## config.mk

```make
export PLATFORM = sky130hd
export DESIGN_NAME = interleave_observer
export DESIGN_NICKNAME = d
export VERILOG_FILES = /design/src/rtl/interleave_observer.sv
export SDC_FILE = /design/constraint.sdc
export NUM_CORES = 1
export LEC_CHECK = 0
export CAP_MARGIN = 30
export CELL_PAD_IN_SITES_DETAIL_PLACEMENT = 1
export CELL_PAD_IN_SITES_GLOBAL_PLACEMENT = 1
export CORE_MARGIN = 8
export CORE_UTILIZATION = 40
export CTS_CLUSTER_SIZE = 25
export DETAILED_ROUTE_END_ITERATION = 8
export PLACE_DENSITY_LB_ADDON = 0.1
export SLEW_MARGIN = 30
export SYNTH_ARGS = -nofsm -noshare
export SYNTH_HDL_FRONTEND = slang
export SYNTH_SLANG_ARGS = --single-unit
```

## constraint.sdc

```tcl
create_clock -name clk -period 2.65 [get_ports clk]
set_input_delay 0.53 -clock clk [delete_from_list [all_inputs] [get_ports clk]]
set_output_delay 0.53 -clock clk [all_outputs]
set_load 0.02 [all_outputs]
```

## src/rtl/interleave_observer.sv

```systemverilog
// Observe-side recorder: per accepted stimulus write, captures the pre-write vector,
// the first vector that settles to the expected value (or the timeout value), and the latency.
module interleave_observer #(
  parameter int WIDTH      = 8,
  parameter int SETTLE_MAX = 15,
  parameter int CNT_W      = 4
) (
  input  logic             clk,
  input  logic             rst,
  input  logic             stim_valid,
  input  logic [WIDTH-1:0] obs,
  input  logic [WIDTH-1:0] exp,
  output logic             rec_valid,
  input  logic             rec_ready,
  output logic [WIDTH-1:0] rec_before,
  output logic [WIDTH-1:0] rec_after,
  output logic [CNT_W-1:0] rec_latency,
  output logic             rec_timeout,
  output logic             busy,
  output logic             stim_drop,
  output logic [7:0]       drop_count
);

  typedef enum logic [1:0] {IDLE, SETTLE, REPORT} state_t;

  localparam logic [CNT_W-1:0] CNT_MAX = CNT_W'(SETTLE_MAX);
  localparam logic [CNT_W-1:0] CNT_ONE = CNT_W'(1);

  state_t           state;
  logic [WIDTH-1:0] exp_q;
  logic [WIDTH-1:0] before_q;
  logic [CNT_W-1:0] cnt;
  logic             drop;

  // A stimulus is rejected whenever a capture is still open and cannot retire this cycle.
  assign drop = stim_valid && ((state == SETTLE) || ((state == REPORT) && !rec_ready));

  always_ff @(posedge clk or posedge rst) begin
    if (rst) begin
      state       <= IDLE;
      exp_q       <= '0;
      before_q    <= '0;
      cnt         <= '0;
      rec_valid   <= 1'b0;
      rec_before  <= '0;
      rec_after   <= '0;
      rec_latency <= '0;
      rec_timeout <= 1'b0;
      busy        <= 1'b0;
      stim_drop   <= 1'b0;
      drop_count  <= '0;
    end else begin
      stim_drop <= drop;
      if (drop && (drop_count != 8'hFF))
        drop_count <= drop_count + 8'd1;

      case (state)
        IDLE: begin
          if (stim_valid) begin
            before_q <= obs;
            exp_q    <= exp;
            cnt      <= CNT_ONE;
            state    <= SETTLE;
            busy     <= 1'b1;
          end
        end

        SETTLE: begin
          // Case equality so an x/z bit only matches an identical x/z bit in simulation.
          if (obs === exp_q) begin
            rec_before  <= before_q;
            rec_after   <= obs;
            rec_latency <= cnt;
            rec_timeout <= 1'b0;
            rec_valid   <= 1'b1;
            state       <= REPORT;
          end else if (cnt == CNT_MAX) begin
            rec_before  <= before_q;
            rec_after   <= obs;
            rec_latency <= CNT_MAX;
            rec_timeout <= 1'b1;
            rec_valid   <= 1'b1;
            state       <= REPORT;
          end else begin
            cnt <= cnt + CNT_ONE;
          end
        end

        REPORT: begin
          if (rec_ready) begin
            rec_valid <= 1'b0;
            if (stim_valid) begin
              before_q <= obs;
              exp_q    <= exp;
              cnt      <= CNT_ONE;
              state    <= SETTLE;
            end else begin
              state <= IDLE;
              busy  <= 1'b0;
            end
          end
        end

        default: begin
          state <= IDLE;
          busy  <= 1'b0;
        end
      endcase
    end
  end

endmodule

```

After elaboration in Yosys (flattened, before gate mapping)
Index checks and enable logic that the tools add are counted.
Storage, ports and cells
  register bits after elaboration: 54
  input port bits: 20
  output and inout bits: 32
  word-level logic and storage cells: 74
Operators by class
  add/subtract/negate cells: 2
  equal/unequal tests: 11
  mux-type cells: 32
  bitwise gates (word level): 1
  reductions and logical operators: 16
Operators by type and width (number)
  $mux W8: 8
  $pmux W8 S2: 2
  $mux W4: 6
  $pmux W4 S3: 1
  $ne A2 B2 Y1 const B: 5
  $add A8 B1 Y8 const B: 1
  $eqx A8 B8 Y1: 1
  $mux W1: 8
  $mux W2: 4
  $ne A8 B8 Y1 const B: 1
  $reduce_and A4 Y1: 2
  $pmux W2 S3: 1
  $reduce_and A3 Y1: 2
  $reduce_bool A2 Y1: 3
  $add A4 B1 Y4 const B: 1
  $eq A4 B4 Y1 const B: 1
  $reduce_and A2 Y1: 2
  $logic_and A1 B1 Y1: 3
  $ne A3 B1 Y1 const B: 1
  $pmux W1 S3: 1
  $reduce_bool A3 Y1: 1
  $eq A2 B1 Y1 const B: 1
  $eq A2 B2 Y1 const B: 1
  $logic_not A2 Y1: 1
  4 further kinds: 4

Depth between registers and ports, before layout
  depth in word-level cells: 5
  gate-level depth with buffers: 7
  gate-level depth less buffers: 7

Least setup slack after synthesis
No wires, ideal clock.
  path kind: input -> register
  start: input obs[4]
  end: register rec_after[0]
  arrival: 1.867 ns
  data required time: 2.525 ns
  setup slack: 0.658 ns
  stages on the path: 7
  path buffers: 2
  path through: xnor2_1 > nand4_1 > or2_1 > buf_6 > a21oi_4 > buf_12 > mux2_4
On the way
  longest elaborated chain between the ends: 3
  elaborated cells on any way between the ends: 4
RTL lines
  start: declaration: line 11  | input logic [WIDTH-1:0] obs,
  $eqx A8 B8 Y1 (*): line 70  | if (obs === exp_q) begin
  $reduce_bool A2 Y1 (no source line)
  $reduce_and A2 Y1 (no source line)
  end signal: assignment: line 72  | rec_after <= obs;
  end signal: assignment: line 79  | rec_after <= obs;
  end: declaration: line 16  | output logic [WIDTH-1:0] rec_after,
Mark *: on every way between the ends. The rest lies on a longest branch, timed or not.
A chain may end at the register's enable or synchronous reset.

Final worst setup path
  start: input obs[2]
  end: register rec_after[3]
Same word-level chain as after synthesis.

==> results.ini <==
[power_and_ir_drop]
power.density_mw_per_mm2=1010
irDropWorstVdd_uv=428
p_int_mw=2.04
switching_share=0.356
p_comb_frac=0.415
leakage_nw=1.32
p_sw_mw=1.13
pwr-share-seq=0.440
p_clk_frac=0.145

[sta]
fin_ws_ps=433
final.min_clock_period_ps=2220
relSlewSlack=0.594
timing.hold.ws_ps=494
drv_slew=0
setup_viol=0
min_period_over_period=0.837
rsz0062_at_grt=no
fin_skew_ps=10.1
tns_ps=0
max_freq_mhz=451
tightest_slew_ps=608
hold_viol_final=0

[clock_tree]
cts_root_buf=clkbuf_8
cts_buffers=5
post_cts_buffers=0
clock_latency_ps=310
clockBufferDepth=2
cts_tree=yes
cts_resized=0
path_clk_slew_ps=100
htree_levels=2
numClockSinks=54
postCtsHoldBufs=0

[global_routing]
grt_max_degree=29
antenna_found_initial=0
grt_usage=0.135
grt_pass1_vias=1895
grt_pass1_wl_mm=9.39
gr-total-overflow=0

[yosys]
yosys_most_used_dff=dfrtp_1
ys_ff_latch=54
synth.top_cell.area_share=0.557
yosysUniqueCellTypes=40
netlist_top_cells_count=dfrtp_1 (54), mux2_2 (28), xnor2_1 (12), inv_1 (7)
synth_nets=207
synth.area.top_cells=dfrtp_1 (56%), mux2_2 (13%), xnor2_1 (4.3%)
synth_edf_count=0
ys_seq_area_frac=0.557
synth.avg_cell_area_sq_um=13.4
async_reset_ff_frac=1.00
synth_most_common_cell=dfrtp_1
synth.largest_area_cell=dfrtp_1
ys_warn_count=0
syn-cell-area_sq_mm=0.00242
syn_inst=181

[drt]
wire_per_inst_um=17.5
drt-initial-drc-count=34
ant_nets=0
drc_errors=0
drt-pass1-iter-count=2
vias_per_cell=5.21
wl_mm=5.56
via_count=1653

[layout]
layout.nets=267
final_area_sq_mm=0.00314
utilization=0.533
drive_gt1_frac=0.236
antenna_cells=0
syn_to_final_growth_pct=29.3
fillCellCount=611

[floorplanning]
die_area_sq_mm=0.00881
io_pins=52
start_util=0.412
row_count=28
die_h_um=93.9
core_area_sq_mm=0.00589
die_w_um=93.9

[worst_setup_path]
cp-start-kind=primary input
slowest_stage=clkdlybuf4s50_1
path_cells=clkdlybuf4s50_1 > xnor2_1 > nand4_1 > or2_1 > a21oi_4 > buf_4 > mux2_2
critPathKind=primary input to flop
required_ps=2850
slowest_delay_ps=540
critPathMaxFanout=10
crit_arrival_ps=2420
cp-end-kind=flop

[run]
maxCapViolations=0

[place]
portBuffers=51
place_congestion=0.730
place_ws_ps=72.0
hpwl_mm=4.33
placed_area_sq_mm=0.00305

[hold_path]
min_path_type=flop to flop

[outcome]
status=completed

## placed cells by master, fill, tap and decap left out, types with 2 or more instances in the layout
cell and instances:
a211oi_1 2, a21oi_1 3, a31oi_1 3, and2_1 2, and3_1 2, and4_1 2
buf_4 5, clkbuf_8 5, clkdlybuf4s50_1 51, dfrtp_1 54, ha_1 6, inv_1 6
inv_2 2, mux2_2 28, mux2_4 6, nand2_1 5, nand3_1 5, nand4_1 5
nor2_1 4, nor3_1 4, o211ai_1 2, o21ai_0 2, o22a_2 4, xnor2_1 12
xor2_1 3
## power groups by stage
stage	combinational (mW)	clock [mW]	sequential, mW
detailed placement	1.34	0	1.42
finish	1.31	0.461	1.39
global route	1.42	0.508	1.45
CTS	1.34	0.483	1.40
floorplan	0.609	0	1.56
global placement	1.29	0	1.39
## state kept, by name, summed over array words and instances, names as in the netlist
| name | cells |
|---|---|
| before_q | 8 |
| busy | 1 |
| cnt | 4 |
| drop_count | 8 |
| exp_q | 8 |
| rec_after | 8 |
| rec_before | 8 |
| rec_latency | 4 |
| rec_timeout | 1 |
| rec_valid | 1 |
| state | 2 |
| stim_drop | 1 |
## cell families (layout without fill, tap and decap cells)
kind of cell               count (synthesis)  count (layout)  share of synthesized area
DFF                                       54              54                      0.557
and+or+nand+nor                           36              36                     0.0826
muxes                                     34              34                      0.167
AOI/OAI and AO/OA                         24              24                     0.0784
xor gates and xnor gates                  15              15                     0.0542
buffers and inverters                     12              73                     0.0294
adders and majority gates                  6               6                     0.0310
## final timing paths
path / startpoint / to / slack, ps / depth (start not counted)
min in group asynchronous: rst / drop_count[5] / 600 / 2
worst min-delay path: drop_count[5] / drop_count[5] / 490 / 1
worst max register to register: state[1] / drop_count[5] / 550 / 6
worst min register to register: drop_count[5] / drop_count[5] / 490 / 1
max in group asynchronous: rst / rec_before[3] / 1490 / 3
worst max-delay path: obs[2] / rec_after[3] / 430 / 7
## through the flow
step,power (mW),instances
CTS,3.23,317
detailed placement,2.75,309
global placement,2.68,309
floorplan,2.17,181
finish,3.17,317
global route,3.38,317
## critical path, delay by kind of cell
family,cells,cell delay [ps]
buffers and inverters,2,740
AND/OR/NAND/NOR,2,490
multiplexers,1,350
AO/OA/AOI/OAI,1,160
XOR/XNOR,1,140
## metal layers
layer / GRT usage / vias to the layer above / routed length (um) / part of all wire
met1: 0.147 / 840 / 2240 / 0.40
met5: 0 / - / 0 / 0
met2: 0.239 / 34 / 2940 / 0.53
met4: 0.0436 / 0 / 80 / 0.014
li1: - / 771 / - / -
met3: 0.0440 / 8 / 302 / 0.054
## layout make-up
cell class / count / area (sq um) / area share
Clock inverter: 3 / 21.3 / 0.00678
Tap cell: 75 / 93.8 / 0.0299
Clock buffer: 5 / 68.8 / 0.0219
Timing Repair Buffer: 57 / 568 / 0.181
Inverter: 8 / 30.0 / 0.00958
Sequential cell: 54 / 1350 / 0.431
Multi-Input combinational cell: 115 / 1000 / 0.320
Power figures use the tool's default switching activity.
